[config.mk]
export PLATFORM = sky130hd
export DESIGN_NAME = reg_cmd_initiator
export DESIGN_NICKNAME = d
export VERILOG_FILES = /design/src/rtl/reg_cmd_initiator_pkg.sv /design/src/rtl/reg_cmd_initiator_fifo.sv /design/src/rtl/reg_cmd_initiator.sv
export SDC_FILE = /design/constraint.sdc
export NUM_CORES = 1
export LEC_CHECK = 0
export ABC_AREA = 0
export CORE_ASPECT_RATIO = 1.2
export CORE_UTILIZATION = 49
export DETAILED_ROUTE_END_ITERATION = 8
export GPL_ROUTABILITY_DRIVEN = 0
export GPL_TIMING_DRIVEN = 0
export HOLD_SLACK_MARGIN = 0.06
export PLACE_DENSITY = 0.79
export SYNTH_ARGS = -nofsm -noshare
export SYNTH_HDL_FRONTEND = slang
export SYNTH_HIERARCHICAL = 1
export SYNTH_SLANG_ARGS = --single-unit
[constraint.sdc]
create_clock -name clk_i -period 3.5 [get_ports clk_i]
set_input_delay 0.7 -clock clk_i [delete_from_list [all_inputs] [get_ports clk_i]]
set_output_delay 0.7 -clock clk_i [all_outputs]
set_load 0.02 [all_outputs]
[src/rtl/reg_cmd_initiator_pkg.sv]
// Shared types for the regbus command initiator: FSM encoding and the
// default 48-bit address / 32-bit data regbus structs.
package reg_cmd_initiator_pkg;

    localparam int unsigned RegAw = 48;
    localparam int unsigned RegDw = 32;

    typedef logic [1:0] state_e;
    localparam state_e IDLE = 2'd0;
    localparam state_e REQ  = 2'd1;
    localparam state_e RESP = 2'd2;

    typedef struct packed {
        logic [RegAw-1:0]   addr;
        logic               write;
        logic [RegDw-1:0]   wdata;
        logic [RegDw/8-1:0] wstrb;
        logic               valid;
    } reg_a48_d32_req_t;

    typedef struct packed {
        logic [RegDw-1:0] rdata;
        logic             error;
        logic             ready;
    } reg_a48_d32_rsp_t;

    typedef struct packed {
        logic [RegAw-1:0]   addr;
        logic               write;
        logic [RegDw-1:0]   wdata;
        logic [RegDw/8-1:0] wstrb;
    } reg_a48_d32_cmd_t;

endpackage

[src/rtl/reg_cmd_initiator_fifo.sv]
// Command queue: power-of-two depth, naturally wrapping pointers,
// registered full/empty flags so the upstream ready has no pop path.
module reg_cmd_initiator_fifo #(
    parameter int unsigned Depth = 4,
    parameter int unsigned Width = 8,
    localparam int unsigned PtrW = $clog2(Depth),
    localparam int unsigned CntW = $clog2(Depth) + 1
) (
    input  logic            clk_i,
    input  logic            rst_i,
    input  logic            push,
    input  logic [Width-1:0] wdata,
    input  logic            pop,
    output logic [Width-1:0] rdata,
    output logic            full,
    output logic            empty,
    output logic [CntW-1:0] count
);

    logic [Width-1:0] mem_q [Depth];
    logic [PtrW-1:0]  wr_ptr_q, rd_ptr_q;
    logic [CntW-1:0]  count_q, count_d;
    logic             full_q, empty_q;
    logic             do_push, do_pop;

    assign do_push = push && !full_q;
    assign do_pop  = pop && !empty_q;
    assign count_d = count_q + CntW'(do_push) - CntW'(do_pop);

    always_ff @(posedge clk_i) begin
        if (rst_i) begin
            wr_ptr_q <= '0;
            rd_ptr_q <= '0;
            count_q  <= '0;
            full_q   <= 1'b0;
            empty_q  <= 1'b1;
        end else begin
            if (do_push) wr_ptr_q <= wr_ptr_q + 1'b1;
            if (do_pop)  rd_ptr_q <= rd_ptr_q + 1'b1;
            count_q <= count_d;
            full_q  <= (count_d == CntW'(Depth));
            empty_q <= (count_d == '0);
        end
    end

    always_ff @(posedge clk_i) begin
        if (do_push) mem_q[wr_ptr_q] <= wdata;
    end

    assign rdata = mem_q[rd_ptr_q];
    assign full  = full_q;
    assign empty = empty_q;
    assign count = count_q;

endmodule

[src/rtl/reg_cmd_initiator.sv]
// Regbus initiator: queues read/write commands and issues them one at a
// time, returning rdata/error (or a timeout) on an in-order result stream.
module reg_cmd_initiator
    import reg_cmd_initiator_pkg::*;
#(
    parameter int unsigned AddrWidth     = 48,
    parameter int unsigned DataWidth     = 32,
    parameter int unsigned CmdDepth      = 4,
    parameter int unsigned TimeoutCycles = 1024,
    parameter type req_t = reg_a48_d32_req_t,
    parameter type rsp_t = reg_a48_d32_rsp_t
) (
    input  logic                   clk_i,
    input  logic                   rst_i,
    input  logic                   cmd_valid_i,
    output logic                   cmd_ready_o,
    input  logic [AddrWidth-1:0]   cmd_addr_i,
    input  logic                   cmd_write_i,
    input  logic [DataWidth-1:0]   cmd_wdata_i,
    input  logic [DataWidth/8-1:0] cmd_wstrb_i,
    output req_t                   reg_req_o,
    input  rsp_t                   reg_rsp_i,
    output logic                   res_valid_o,
    input  logic                   res_ready_i,
    output logic [DataWidth-1:0]   res_rdata_o,
    output logic                   res_error_o,
    output logic                   res_timeout_o,
    output logic                   busy_o
);

    localparam int unsigned CntW = $clog2(CmdDepth) + 1;
    localparam logic [31:0] TmoLast = 32'(TimeoutCycles - 1);

    typedef struct packed {
        logic [AddrWidth-1:0]   addr;
        logic                   write;
        logic [DataWidth-1:0]   wdata;
        logic [DataWidth/8-1:0] wstrb;
    } cmd_t;

    cmd_t            cmd_in, head;
    logic            fifo_full, fifo_empty, pop;
    logic [CntW-1:0] fifo_count;

    state_e               state_q;
    logic [31:0]          tmo_cnt_q;
    logic [DataWidth-1:0] rdata_q;
    logic                 error_q, timeout_q;
    logic                 in_req, tmo_fire;

    assign cmd_in = '{addr: cmd_addr_i, write: cmd_write_i, wdata: cmd_wdata_i, wstrb: cmd_wstrb_i};

    reg_cmd_initiator_fifo #(
        .Depth (CmdDepth),
        .Width ($bits(cmd_t))
    ) u_fifo (
        .clk_i (clk_i),
        .rst_i (rst_i),
        .push  (cmd_valid_i),
        .wdata (cmd_in),
        .pop   (pop),
        .rdata (head),
        .full  (fifo_full),
        .empty (fifo_empty),
        .count (fifo_count)
    );

    assign in_req   = (state_q == REQ);
    // A ready in the expiry cycle still completes the transfer normally.
    assign tmo_fire = (TimeoutCycles != 0) && in_req && !reg_rsp_i.ready && (tmo_cnt_q == TmoLast);
    assign pop      = in_req && (reg_rsp_i.ready || tmo_fire);

    always_ff @(posedge clk_i) begin
        if (rst_i) begin
            state_q   <= IDLE;
            tmo_cnt_q <= '0;
            rdata_q   <= '0;
            error_q   <= 1'b0;
            timeout_q <= 1'b0;
        end else begin
            case (state_q)
                IDLE: if (!fifo_empty) state_q <= REQ;
                REQ: begin
                    tmo_cnt_q <= tmo_cnt_q + 1'b1;
                    if (reg_rsp_i.ready) begin
                        rdata_q   <= head.write ? '0 : reg_rsp_i.rdata;
                        error_q   <= reg_rsp_i.error;
                        timeout_q <= 1'b0;
                        state_q   <= RESP;
                    end else if (tmo_fire) begin
                        rdata_q   <= '0;
                        error_q   <= 1'b1;
                        timeout_q <= 1'b1;
                        state_q   <= RESP;
                    end
                end
                RESP: if (res_ready_i) begin
                    tmo_cnt_q <= '0;
                    state_q   <= fifo_empty ? IDLE : REQ;
                end
                default: state_q <= IDLE;
            endcase
        end
    end

    always_comb begin
        reg_req_o = '0;
        if (in_req) begin
            reg_req_o.valid = 1'b1;
            reg_req_o.addr  = head.addr;
            reg_req_o.write = head.write;
            reg_req_o.wdata = head.wdata;
            reg_req_o.wstrb = head.wstrb;
        end
    end

    assign cmd_ready_o   = !fifo_full;
    assign res_valid_o   = (state_q == RESP);
    assign res_rdata_o   = rdata_q;
    assign res_error_o   = error_q;
    assign res_timeout_o = timeout_q;
    assign busy_o        = (fifo_count != '0) || (state_q != IDLE);

endmodule

==> impl_metrics.yaml, run 1 <==
clock_network:
  clock_path_buffers: 3
  cts_root_buf: "clkbuf_16"
  clk_pin_slew_ns: 0.06
  h-tree-depth: 2
  hold_buffers: 0
  cts_buffers: 42
  clock-sinks: 419
  worstSkewPairLatency_ns: 0.55
  cts_tree: "done"
job:
  max_cap_violations: 0
synthesis:
  muxShareOfSynthArea: 0.118
  syn_inst: 947
  synth_seq_cells: 419
  postSynthNetCount: 1078
  synthTopCellsByArea: "edfxtp_1, mux4_2, dfxtp_1"
  synthAdderAreaFrac: 0.00654
  synth_area_per_cell_um2: 17.4
  yosysTopAreaCellShare: 0.621
  synth_top_family_by_area: "multiplexers"
  synth_area_um2: 16400
  synth-edff-count: 340
  yosysUniqueCellTypes: 60
  synth_top_area_cell: "edfxtp_1"
  yosysWarnings: 6
  synth_compound_area_frac: 0.0328
  synth_ff_type: "edfxtp_1"
  synth.yosys.seq_area_share: 0.717
  synth-simple-area-share: 0.0919
  async_flop_share: 0
  synth_xor_area_frac: 0.00959
critical_path:
  r2r_start: "tmo_cnt_q[0]"
  worst-path-max-fanout: 10
  cp.required_ns: 2.80
  crit_path_end_kind: "output port"
  path_depth: 7
  arrival_ns: 2.71
  critPathLaunch: "state_q[1]"
  crit_path_start_kind: "flop"
  worstSetupPathType: "flop to output port"
  worstPathBufferInverterCount: 5
  path_cells: "nand2b_4 > inv_1 > buf_4 > clkbuf_8 > clkbuf_4 > and2_1 > clkdlybuf4s50_1"
  reg2reg_depth: 15
  critPathTopFamily: "buffers and inverters"
  crit_slowest_cell: "clkdlybuf4s50_1"
  cpPeakStageDelay_ns: 0.61
die:
  core-area_um2: 33100
  die_area_um2: 34300
  die_x_um: 169
  rows: 73
  start_util: 0.497
  io-pin-count: 246
  chipHeight_um: 203
placement:
  pre_cts_slack_ns: -0.0846
  hpwl_um: 22000
  place_area_um2: 19600
  dp_cells: 1646
  port_buffers: 245
routing:
  dr.pass1.iters: 7
  vias: 9204
  antenna_left: 0
  route.detailed.drc: 0
  routed_wl_um: 34300
  drt_iter0_markers: 635
  wl_per_cell_um: 19.9
  viasPerCell: 5.34
timing:
  fin_crit_ns: 3.41
  setup_ws_ns: 0.0947
  hold_slack_ns: 0.455
  setup_viol: 0
  slew_viol_final: 0
  tns_ns: 0
  min_period_over_period: 0.973
  skew_ns: 0.0247
  fmax_mhz: 294
  slew_headroom: 0.328
  finalHoldViolCount: 0
  worst_pin_slew_ns: 0.999
power_and_ir_drop:
  power.total_mw: 13.0
  p_leak_nw: 7.50
  powerDensity_nw_per_um2: 619
  vdd_drop_max_mv: 0.634
cells_and_area:
  fin_util: 0.636
  n_fill_cell: 2355
  finalNonFillerCells: 1724
  final-seq-area_um2: 11800
  drive_gt1_frac: 0.167
  fin_nets: 1373
  final_area_um2: 21000
  multi_input_area_um2: 4280
  areaGrowthSynthToFinish_pct: 27.9
worst_hold_path:
  hp-start: "res_rdata_o[31]"
  min_path_cells: 2
  hold_class: "flop to flop"
global_routing:
  gr-total-overflow: 0
  grt_pass1_wl_um: 53200
  antenna_found_initial: 3
  grt_max_degree: 54
  track_usage: 0.205
  grt_pass1_vias: 9601
status:
  status: "completed"
-- registers in the layout (all words and copies together) (netlist names), named ones only --
signal and cells:
res_timeout_o 1, u_fifo/wr_ptr_q 2, u_fifo/rd_ptr_q 2, u_fifo/empty 1, state_q 2, res_error_o 1, u_fifo/full 1, u_fifo/count 3
res_rdata_o 32, tmo_cnt_q 32, u_fifo/mem_q 340
-- placed cells by master (no fill, tap or decap), types with 12 or more instances in the layout --
| cell type | synthesis | routed |
|---|---|---|
| edfxtp_1 | 340 | 340 |
| clkdlybuf4s50_1 | 0 | 219 |
| and2_1 | 90 | 86 |
| mux4_2 | 85 | 85 |
| nand2_1 | 82 | 82 |
| dfxtp_1 | 79 | 78 |
| clkbuf_16 | 0 | 44 |
| nor2_1 | 37 | 37 |
| a22oi_1 | 32 | 32 |
| dlymetal6s2s_1 | 0 | 24 |
| inv_1 | 16 | 16 |
| clkbuf_1 | 15 | 15 |
| nand3_1 | 13 | 13 |
| a21oi_1 | 13 | 13 |
| buf_2 | 14 | 12 |
| nand4_1 | 12 | 12 |
| xor2_1 | 12 | 12 |
-- power by group --
part / total (mW) / internal [mW] / switching [mW]
clock network: 4.21 / 2.44 / 1.77
logic: 2.64 / 1.23 / 1.41
registers: 6.16 / 6.00 / 0.162
-- timing repair --
action                                  in CTS  in global routing
pin swaps                                    0                  0
endpoints found under the setup margin      64                 39
setup buffers                                0                  2
gates resized for setup                     16                 36
-- worst paths after layout --
path	endpoint	slack [ns]
worst min register to register	res_rdata_o[31]	0.45
worst min-delay path	res_rdata_o[31]	0.45
worst max-delay path	reg_req_o[72]	0.09
worst max register to register	u_fifo/empty	0.24
-- layout make-up --
type,count,area share
diodes,2,0.000238
plain buffers,47,0.0180
clock buffers,56,0.0560
clock inverters,18,0.00631
inverters,16,0.00286
multi-input cells,465,0.204
flip-flops and latches,419,0.561
well taps,450,0.0268
repair buffers,251,0.125
-- cell usage after synthesis (2+ instances only) --
master,instances
edfxtp_1,340
and2_1,90
mux4_2,85
nand2_1,82
dfxtp_1,79
nor2_1,37
a22oi_1,32
inv_1,16
clkbuf_1,15
buf_2,14
a21oi_1,13
nand3_1,13
nand4_1,12
xor2_1,12
ha_1,7
buf_12,6
nor4_1,6
xnor2_1,6
and3_1,5
buf_4,5
o211ai_1,5
o21ai_0,5
a211oi_1,4
buf_6,4
nor2b_1,4
nor3_1,4
o31ai_1,4
and4_1,3
buf_1,3
or3_1,3
a2111oi_0,2
nor3b_1,2
or4_1,2
-- logic make-up after synthesis --
group,count (synthesis)
XOR/XNOR,18
adder cells (fa/ha/maj),8
AO/OA/AOI/OAI,74
AND/OR/NAND/NOR,278
flip-flops,419
multiplexers,87
buffers and inverters,63
-- worst register-to-register path, stage by stage (launching register included) --
cell	delay, ns
dfxtp_1	0.38
ha_1	0.20
and3_1	0.16
buf_2	0.15
nand4_1	0.19
nor3_2	0.23
nor2_1	0.11
nor2_1	0.16
nor2b_2	0.22
ha_1	0.24
inv_1	0.07
ha_1	0.14
inv_1	0.05
fa_1	0.43
xnor2_2	0.18
a31o_2	0.25
-- routing by layer --
layer | up-vias | wire length (um) | track usage | share of wire
li1 | 4261 | - | - | -
met4 | 2 | 707 | 0.0586 | 0.021
met3 | 52 | 2440 | 0.0573 | 0.071
met2 | 282 | 17700 | 0.360 | 0.52
met1 | 4607 | 13400 | 0.244 | 0.39
met5 | - | 13 | 0 | 0.00038
(Power assumes the default switching activity.)
==> run 2, diff against run 1 <==
--- a/config.mk
+++ b/config.mk
@@ -13,6 +13,7 @@
 export GPL_TIMING_DRIVEN = 0
 export HOLD_SLACK_MARGIN = 0.06
 export PLACE_DENSITY = 0.79
+export RECOVER_POWER = 50
 export SYNTH_ARGS = -nofsm -noshare
 export SYNTH_HDL_FRONTEND = slang
 export SYNTH_HIERARCHICAL = 1
==> run 2 against run 1 <==
  * Setup slack improved by 0.066 ns
  * Total power decreased by 0.21%
  * Combinational power about the same
  * Via count increased by 0.37%
  * Cell count increased by 0.17%
  * Sequential share of layout area increased by 0.12 points
  * Global-route usage unchanged
  * Clock power about the same
  * Critical path depth decreased by 2
  * Clock-buffer cell count unchanged
  * Sequential power about the same
  * Largest cell class unchanged
==> impl_metrics.yaml, run 2 (synthesized netlist as in run 1, its figures left out) <==
status:
  status: "completed"
routing:
  antenna_left: 0
  viasPerCell: 5.35
  vias: 9238
  routed_wl_um: 34300
  drt_iter0_markers: 607
  dr.pass1.iters: 5
  route.detailed.drc: 0
  wl_per_cell_um: 19.9
die:
  rows: 73
  chipHeight_um: 203
  core-area_um2: 33100
  die_area_um2: 34300
  io-pin-count: 246
  start_util: 0.497
  die_x_um: 169
global_routing:
  grt_pass1_vias: 9601
  grt.met1_usage: 0.244
  antenna_found_initial: 10
  met3_usage: 0.0573
  gr-total-overflow: 0
  top_usage_layer: "met2"
  grt_max_degree: 54
  grt_use_met2: 0.360
  grt_pass1_wl_um: 53200
  track_usage: 0.205
critical_path:
  rrSetupSlack_ns: 0.26
  worst_r2r_endpoint: "u_fifo/empty"
  cp.required_ns: 2.80
  path_cells: "buf_2 > clkbuf_4 > mux4_2 > and2_1 > clkdlybuf4s50_1"
  critPathTopFamily: "buffers and inverters"
  worstPathBufferInverterCount: 3
  r2r_start: "tmo_cnt_q[0]"
  crit_path_start_kind: "flop"
  cpPeakStageDelay_ns: 0.54
  crit_path_end_kind: "output port"
  worst-path-max-fanout: 10
  reg2reg_depth: 15
  crit_slowest_cell: "clkdlybuf4s50_1"
  arrival_ns: 2.64
  critPathCapture: "reg_req_o[72]"
  worstSetupPathType: "flop to output port"
  path_depth: 5
clock_network:
  cts_root_buf: "clkbuf_16"
  clock_path_buffers: 3
  clock-sinks: 419
  cts_tree: "done"
  clk_pin_slew_ns: 0.06
  h-tree-depth: 2
  cts_buffers: 42
  worstSkewPairLatency_ns: 0.55
placement:
  place_area_um2: 19600
  port_buffers: 245
  hpwl_um: 22000
timing:
  worst_pin_slew_ns: 1.07
  fin_crit_ns: 3.34
  finalHoldViolCount: 0
  slew_headroom: 0.284
  slew_viol_final: 0
  setup_viol: 0
  fmax_mhz: 299
  rsz0062_at_grt: "no"
  min_period_over_period: 0.954
  skew_ns: 0.0255
power_and_ir_drop:
  net-switching-power_mw: 3.34
  vdd_drop_max_mv: 0.632
  p_clk_frac: 0.325
  pwr-share-seq: 0.474
  p_int_mw: 9.64
  p_leak_nw: 7.49
  power.total_mw: 13.0
  power.share.switching: 0.257
  power_frac_comb: 0.201
  powerDensity_nw_per_um2: 619
cells_and_area:
  areaGrowthSynthToFinish_pct: 27.6
  final_area_um2: 21000
  drive_gt1_frac: 0.161
  layout_commonest_cell: "edfxtp_1"
  largest_reg_flops: 340
  regMostFlops: "u_fifo/mem_q"
  fin_nets: 1373
  mostFrequentLayoutCells: "edfxtp_1, clkdlybuf4s50_1, dlygate4sd3_1, and2_1, mux4_2"
job:
  max_cap_violations: 0
worst_hold_path:
  hold_class: "flop to flop"
==> run 2: cell count changes in the layout (fill, tap and decap cells not counted), moves of 2 or more <==
cell	delta
diode_2	+3
clkdlybuf4s50_1	-88
dlygate4sd3_1	+88
and2_4	-2
and2_2	+2
==> run 2: how the worst min path moves through the flow <==
| stage | start | endpoint | cells after the start | slack, ns |
|---|---|---|---|---|
| after floorplan | tmo_cnt_q[20] | tmo_cnt_q[20] | 1 | 0.46 |
| after global placement | res_rdata_o[13] | res_rdata_o[13] | 2 | 0.44 |
| after detailed placement | res_rdata_o[13] | res_rdata_o[13] | 2 | 0.45 |
| after CTS | res_rdata_o[31] | res_rdata_o[31] | 2 | 0.46 |
| after global routing | res_rdata_o[14] | res_rdata_o[14] | 2 | 0.48 |
| final | res_rdata_o[31] | res_rdata_o[31] | 2 | 0.45 |
==> run 2: cell type report <==
class | instances | area [um2]
Buffer | 47 | 378
Clock buffer | 56 | 1180
Timing Repair Buffer | 251 | 2640
Clock inverter | 18 | 133
Antenna cell | 5 | 12.5
Inverter | 16 | 60.1
Multi-Input combinational cell | 465 | 4230
Fill cell | 2367 | 12100
Tap cell | 450 | 563
Sequential cell | 419 | 11800
==> run 2: repair_timing <==
| item | CTS | global route |
|---|---|---|
| endpoints found under the setup margin | 64 | 39 |
| buffers inserted | 0 | 2 |
| hold buffers | 0 | 0 |
| gates resized for setup | 16 | 36 |
==> run 2: power by group through the flow <==
stage          Clock (mW)  Sequential [mW]  Combinational (mW)
6_report             4.21             6.16                2.61
5_1_grt              4.51             6.20                2.80
4_1_cts              4.32             6.16                2.69
3_5_place_dp            0             6.26                2.66
3_3_place_gp            0             6.26                2.56
2_1_floorplan           0             6.28                1.40
==> run 2: layer usage <==
metal | share of wire | wire length [um]
met5 | 0.0017 | 59
met4 | 0.021 | 719
met3 | 0.072 | 2460
met2 | 0.52 | 17700
met1 | 0.39 | 13400
==> run 2: tightest hold or removal path, stage by stage (launching register included) <==
cell	delay, ns
dfxtp_1	0.32
nand2_1	0.05
nand2_1	0.04
==> run 2: per-stage QoR <==
step	TNS [ns]	utilization	hold WS (ns)	worst slack [ns]	instances
CTS	0	0.633	0.459	0.000384	1720
detailed placement	-0.910	0.592	0.450	-0.0846	1646
global route	0	0.634	0.482	0.0212	1725
floorplan	0	-	0.456	0.516	947
finish	0	0.635	0.455	0.160	1727
global placement	-152.54	0.589	0.443	-0.466	1642
